$ cat src/rtl/ascon_pack.sv
// Shared ASCON permutation definitions: state type, round constants,
// S-box table, diffusion rotation amounts and the two layer functions.
package ascon_pack;

    localparam int NB_ROUNDS = 12;

    // x0 sits at index 0, so {x0, x1, x2, x3, x4} builds a state directly.
    typedef logic [0:4][63:0] type_state;

    // Index is the bit-slice {x0, x1, x2, x3, x4}, x0 as MSB.
    localparam logic [4:0] SBOX [32] = '{
        5'h04, 5'h0b, 5'h1f, 5'h14, 5'h1a, 5'h15, 5'h09, 5'h02,
        5'h1b, 5'h05, 5'h08, 5'h12, 5'h1d, 5'h03, 5'h06, 5'h1c,
        5'h1e, 5'h13, 5'h07, 5'h0e, 5'h00, 5'h0d, 5'h11, 5'h18,
        5'h10, 5'h0c, 5'h01, 5'h19, 5'h16, 5'h0a, 5'h0f, 5'h17
    };

    localparam int ROT_A [5] = '{19, 61, 1, 10, 7};
    localparam int ROT_B [5] = '{28, 39, 6, 17, 41};

    function automatic logic [63:0] round_constant(input logic [3:0] idx);
        return {56'h0, 4'hF - idx, idx};
    endfunction

    function automatic logic [63:0] ror64(input logic [63:0] x,
                                          input int r);
        return (x >> r) | (x << (64 - r));
    endfunction

    function automatic type_state sbox_layer(input type_state s);
        type_state  r;
        logic [4:0] v;
        r = '0;
        for (int j = 0; j < 64; j++) begin
            v = SBOX[{s[0][j], s[1][j], s[2][j], s[3][j], s[4][j]}];
            r[0][j] = v[4];
            r[1][j] = v[3];
            r[2][j] = v[2];
            r[3][j] = v[1];
            r[4][j] = v[0];
        end
        return r;
    endfunction

    function automatic type_state diffusion_layer(input type_state s);
        type_state r;
        for (int k = 0; k < 5; k++) begin
            r[k] = s[k] ^ ror64(s[k], ROT_A[k]) ^ ror64(s[k], ROT_B[k]);
        end
        return r;
    endfunction

endpackage

$ cat src/rtl/ascon_round.sv
// One combinational ASCON round: constant add, S-box, diffusion.
// Ports: state_i/state_o state, round_i round index (>11 passes through).
module ascon_round
    import ascon_pack::*;
(
    input  type_state  state_i,
    input  logic [4:0] round_i,
    output type_state  state_o
);

    type_state add_s;
    type_state sub_s;
    type_state dif_s;

    always_comb begin
        add_s    = state_i;
        add_s[2] = state_i[2] ^ round_constant(round_i[3:0]);
    end

    assign sub_s = sbox_layer(add_s);
    assign dif_s = diffusion_layer(sub_s);

    // Stages past the last round index are transparent, which lets the
    // final cycle of an unrolled chain apply fewer rounds.
    assign state_o = (round_i > 5'd11) ? state_i : dif_s;

endmodule

$ cat src/rtl/permutation_iter.sv
// Iterative ASCON permutation, UNROLL rounds per clock, n = 0..12 rounds.
// Ports: clock_i, resetb_i, start_i/rounds_i/state_i request,
//        ready_o, done_o pulse, state_o result, round_o next round index.
module permutation_iter
    import ascon_pack::*;
#(
    parameter int NB_ROUNDS_MAX = 12,
    parameter int UNROLL        = 1
) (
    input  logic       clock_i,
    input  logic       resetb_i,
    input  logic       start_i,
    input  logic [3:0] rounds_i,
    input  type_state  state_i,
    output logic       ready_o,
    output logic       done_o,
    output type_state  state_o,
    output logic [3:0] round_o
);

    localparam logic [3:0] NB_MAX = 4'(NB_ROUNDS_MAX);

    typedef enum logic [1:0] {
        ST_IDLE,
        ST_LOAD,
        ST_RUN,
        ST_DONE
    } fsm_t;

    fsm_t       fsm_q;
    type_state  state_q;
    logic [3:0] round_q;
    logic       ready_q;
    logic       done_q;

    logic [3:0] n_clamp;
    logic [3:0] round_start;
    logic [4:0] round_sum;
    logic       last_step;

    type_state  chain [UNROLL+1];

    assign n_clamp     = (rounds_i > NB_MAX) ? NB_MAX : rounds_i;
    // n rounds use the tail of the schedule: indices 12-n .. 11.
    assign round_start = 4'd12 - n_clamp;
    assign round_sum   = {1'b0, round_q} + 5'(UNROLL);
    assign last_step   = (round_sum >= 5'd12);

    assign chain[0] = state_q;

    for (genvar k = 0; k < UNROLL; k++) begin : g_round
        ascon_round u_round (
            .state_i (chain[k]),
            .round_i ({1'b0, round_q} + 5'(k)),
            .state_o (chain[k+1])
        );
    end

    always_ff @(posedge clock_i or negedge resetb_i) begin
        if (!resetb_i) begin
            fsm_q   <= ST_IDLE;
            state_q <= '0;
            round_q <= '0;
            ready_q <= 1'b1;
            done_q  <= 1'b0;
        end else begin
            done_q <= 1'b0;
            unique case (fsm_q)
                ST_IDLE: begin
                    if (start_i) begin
                        state_q <= state_i;
                        round_q <= round_start;
                        ready_q <= 1'b0;
                        fsm_q   <= ST_LOAD;
                    end
                end
                ST_LOAD: begin
                    // n = 0 starts at index 12: nothing to apply.
                    if (round_q >= 4'd12) begin
                        done_q <= 1'b1;
                        fsm_q  <= ST_DONE;
                    end else begin
                        fsm_q  <= ST_RUN;
                    end
                end
                ST_RUN: begin
                    state_q <= chain[UNROLL];
                    if (last_step) begin
                        round_q <= 4'd12;
                        done_q  <= 1'b1;
                        fsm_q   <= ST_DONE;
                    end else begin
                        round_q <= round_sum[3:0];
                    end
                end
                ST_DONE: begin
                    ready_q <= 1'b1;
                    fsm_q   <= ST_IDLE;
                end
                default: begin
                    ready_q <= 1'b1;
                    fsm_q   <= ST_IDLE;
                end
            endcase
        end
    end

    assign ready_o = ready_q;
    assign done_o  = done_q;
    assign state_o = state_q;
    assign round_o = round_q;

endmodule
$ cat config.mk
export PLATFORM = sky130hd
export DESIGN_NAME = permutation_iter
export DESIGN_NICKNAME = d
export VERILOG_FILES = /design/src/rtl/ascon_pack.sv /design/src/rtl/ascon_round.sv /design/src/rtl/permutation_iter.sv
export SDC_FILE = /design/constraint.sdc
export NUM_CORES = 2
export LEC_CHECK = 0
export ABC_AREA = 0
export CAP_MARGIN = 20
export CORE_ASPECT_RATIO = 1.1
export CORE_MARGIN = 5
export CORE_UTILIZATION = 39
export CTS_CLUSTER_DIAMETER = 40
export DETAILED_ROUTE_END_ITERATION = 10
export GPL_TIMING_DRIVEN = 0
export HOLD_SLACK_MARGIN = 0.02
export SLEW_MARGIN = 40
export SYNTH_ARGS = -nofsm -noshare
export SYNTH_HDL_FRONTEND = slang
export SYNTH_SLANG_ARGS = --single-unit
$ cat constraint.sdc
create_clock -name clock_i -period 4 [get_ports clock_i]
set_input_delay 1.2 -clock clock_i [delete_from_list [all_inputs] [get_ports clock_i]]
set_output_delay 1.2 -clock clock_i [all_outputs]
set_load 0.02 [all_outputs]
==> results.tsv <==
metric	value	unit
synth_seq_cells	328	
globalplace.congestion	1.066	
synth_warnings	0	
port_buffers	652	
cts_max_path_buffers	3	
total_nets_after_synthesis	4639	
fp.coreArea	86250	um^2
synth_top_area_share	0.2421	
synth_area	33800	um^2
maximum_number_of_pins_on_one_net_before_global_route_repair	68	
firstDrtPassIters	6	
start_util	0.3920	
detailedRoute.firstIterationViolations	4273	
grt_overflow_total	0	
crit_path_frequent_cell	sky130_fd_sc_hd__buf_2	
dominantRegCellSynth	sky130_fd_sc_hd__dfrtp_1	
dieArea	92670	um^2
worstSetupStartpointType	input port	
violations	setup timing	
status	complete, but fails checks	
cts_post_setup_buffers_inserted	0	
num-fill-cells	8211	
postSynthCellCount	3967	
synthTopCellsByCount	629 x sky130_fd_sc_hd__xnor2_1, 404 x sky130_fd_sc_hd__o21ai_0, 345 x sky130_fd_sc_hd__ha_1, 327 x sky130_fd_sc_hd__dfrtp_1, 303 x sky130_fd_sc_hd__a21oi_1	
final_hold_viol_count	0	
layout-drive-gt1-share	0.08924	
arrival_time_at_the_worst_endpoint	4.59	ns
critical_path_maximum_fanout	10	
hold_class	input port to async pin	
ant_nets	0	
slew_headroom	0.3188	
cts_tree	built	
avgRoutedWirePerCell	33.38	um
number_of_antenna_violations_at_the_first_check_in_global_routing	23	
crit_slowest_cell	sky130_fd_sc_hd__buf_2	
dp_hpwl	163.4	mm
yosysUniqueCellTypes	65	
setup_ws	-0.03878	ns
clockRootBuffer	sky130_fd_sc_hd__clkbuf_16	
floorplan.rows	113	
holdBufCountCts	0	
finish.cell_count_without_fillers	5949	
fin_nets	5390	
floorplan.die.width	290.7	um
dpl.cell_count	5779	
clock.fmax	0.2476	GHz
clk_latency	0.66	ns
rsz0062_at_grt	false	
yosysSeqAreaShare	0.2428	
pre_cts_slack	-0.7255	ns
yosys-top-cells-area	sky130_fd_sc_hd__dfrtp_1 24%, sky130_fd_sc_hd__xnor2_1 16%, sky130_fd_sc_hd__ha_1 13%	
cts_sinks	328	
grt_pass1_wl	266.1	mm
htree_num_levels	3	
synthesis.area_per_instance	8.522	um^2
routed_via_density	5.884	
layout_overhead_on_the_synthesized_area	35.35	%
setup.worst_path.class	input port to flop	
detail_route.wirelength	198.6	mm
grt_usage	0.4062	
endpoint_kind	flop	
drc	0	
die_height	318.8	um
io_pins	653	
clk_transition_reported_paths	0.05	ns
worstPathRequired	4.55	ns
tightest_slew	1.002	ns
timing.final.max_slew_violations	0	
critical-path-max-stage-delay	0.59	ns
most_used_standard_cell_by_instance_count_after_synthesis	sky130_fd_sc_hd__xnor2_1	
vias	35000	
cts_inserted_buffers	87	
setup-violations-final	1	
number_of_synthesized_flops_with_an_enable_pin	0	
post-route-min-period	4.039	ns
finalClockSkew	0.03075	ns
final.period_utilization	1.010	
via_count_of_the_first_global_routing_pass	32710	
postSynth.asyncResetShare	1.000	
cell_chain_critical_path	clkdlybuf4s50_1 -> nor2b_1 -> o21bai_4 -> a31oi_2 -> buf_2 -> buf_2 -> buf_2 -> o211ai_1 -> o21ai_0	
number_of_violations_of_the_max_capacitance_limit	0	
yosysTopAreaCell	sky130_fd_sc_hd__dfrtp_1	
## logic make-up after synthesis
| logic type | Yosys count | share of synthesized area |
|---|---|---|
| XOR/XNOR | 891 | 0.2344 |
| flip-flops | 328 | 0.2428 |
| buffers and inverters | 458 | 0.05400 |
| adder cells (fa/ha/maj) | 384 | 0.1392 |
| AO/OA/AOI/OAI | 998 | 0.1712 |
| AND/OR/NAND/NOR | 704 | 0.09557 |
| multiplexers | 204 | 0.06274 |
## routing by layer
metal  GRT usage  share of wire  vias up  routed length (um)
met3      0.1056           0.11      633               21420
met4      0.2796          0.086       10               17100
met1      0.5049           0.38    17070               74860
li1            -              -    14960                   -
met2      0.6177           0.43     2325               85110
met5           0        0.00033        -                  66
## layout by cell type (no fill, tap or decap), types with 12 or more instances in the layout
| cell | synthesis | layout |
|---|---|---|
| sky130_fd_sc_hd__a211o_1 | 27 | 27 |
| sky130_fd_sc_hd__a21o_1 | 82 | 82 |
| sky130_fd_sc_hd__a21oi_1 | 303 | 272 |
| sky130_fd_sc_hd__a21oi_2 | 2 | 33 |
| sky130_fd_sc_hd__and3_1 | 20 | 20 |
| sky130_fd_sc_hd__buf_2 | 76 | 83 |
| sky130_fd_sc_hd__clkbuf_1 | 152 | 128 |
| sky130_fd_sc_hd__clkbuf_16 | 0 | 88 |
| sky130_fd_sc_hd__clkbuf_2 | 3 | 33 |
| sky130_fd_sc_hd__clkbuf_8 | 0 | 18 |
| sky130_fd_sc_hd__clkdlybuf4s50_1 | 0 | 651 |
| sky130_fd_sc_hd__dfrtp_1 | 327 | 327 |
| sky130_fd_sc_hd__diode_2 | 0 | 14 |
| sky130_fd_sc_hd__ha_1 | 345 | 345 |
| sky130_fd_sc_hd__inv_1 | 204 | 204 |
| sky130_fd_sc_hd__maj3_1 | 39 | 39 |
| sky130_fd_sc_hd__mux2i_1 | 194 | 163 |
| sky130_fd_sc_hd__mux2i_2 | 4 | 32 |
| sky130_fd_sc_hd__nand2_1 | 258 | 258 |
| sky130_fd_sc_hd__nand3_1 | 12 | 12 |
| sky130_fd_sc_hd__nand3b_1 | 12 | 12 |
| sky130_fd_sc_hd__nor2_1 | 188 | 188 |
| sky130_fd_sc_hd__nor2b_1 | 36 | 36 |
| sky130_fd_sc_hd__nor3_1 | 99 | 99 |
| sky130_fd_sc_hd__nor3b_1 | 49 | 49 |
| sky130_fd_sc_hd__o211ai_1 | 61 | 61 |
| sky130_fd_sc_hd__o21ai_0 | 404 | 376 |
| sky130_fd_sc_hd__o21ai_1 | 16 | 42 |
| sky130_fd_sc_hd__o221ai_1 | 27 | 25 |
| sky130_fd_sc_hd__o31ai_1 | 21 | 17 |
| sky130_fd_sc_hd__xnor2_1 | 629 | 603 |
| sky130_fd_sc_hd__xnor2_2 | 7 | 33 |
| sky130_fd_sc_hd__xor2_1 | 249 | 240 |
| sky130_fd_sc_hd__xor2_2 | 4 | 13 |
## layout make-up
cell class,count,area (um^2),share of cell area
clock buffers,111,2469,0.05395
clock inverters,45,565.5,0.01236
multi-input cells,3181,24430,0.5340
repair buffers,662,6734,0.1472
plain buffers,252,1099,0.02401
flip-flops and latches,328,8209,0.1794
diodes,14,35.03,0.0007657
inverters,206,773.2,0.01690
well taps,1150,1439,0.03145
## stage by stage
stage	util	cell area, um^2	TNS (ns)	hold WS (ns)
global placement	0.4843	41770	-5262.24	0.4864
floorplan	-	33800	0	0.5217
detailed placement	0.4943	42630	-61.93	0.5084
CTS	0.5296	45670	0	0.4472
global route	0.5304	45740	0	0.4848
finish	0.5305	45760	-0.03878	0.4630
## state kept, by name, summed over array words and instances (netlist names)
| signal | flops |
|---|---|
| fsm_q | 2 |
| ready_o | 1 |
| state_o | 320 |
| done_o | 1 |
| round_o | 4 |
## what timing repair did
action | 4_1_cts | 5_1_grt
resized for setup | 1 | 0
hold endpoints to repair | 0 | 0
endpoints found under the setup margin | 1 | 0
## worst paths after layout
path                           from            to  slack (ns)  cells after the start
hold / removal             resetb_i   state_o[80]        0.46                      1
hold reg to reg             ready_o       ready_o        0.51                      2
max in group asynchronous  resetb_i  state_o[250]        2.42                      3
setup reg to reg           fsm_q[0]  state_o[126]        0.11                     10
min in group clock_i        ready_o       ready_o        0.51                      2
setup / recovery            start_i  state_o[126]       -0.04                      9
## worst max-delay path, delay by kind of cell
family / cells / cell delay [ns]
buffers and inverters: 4 / 2.11
AO/OA/AOI/OAI: 4 / 1.16
AND/OR/NAND/NOR: 1 / 0.09
Power is left out: the tool's default activity adds up to more than one toggle a clock period on the data nets, which glitch-free logic cannot reach.
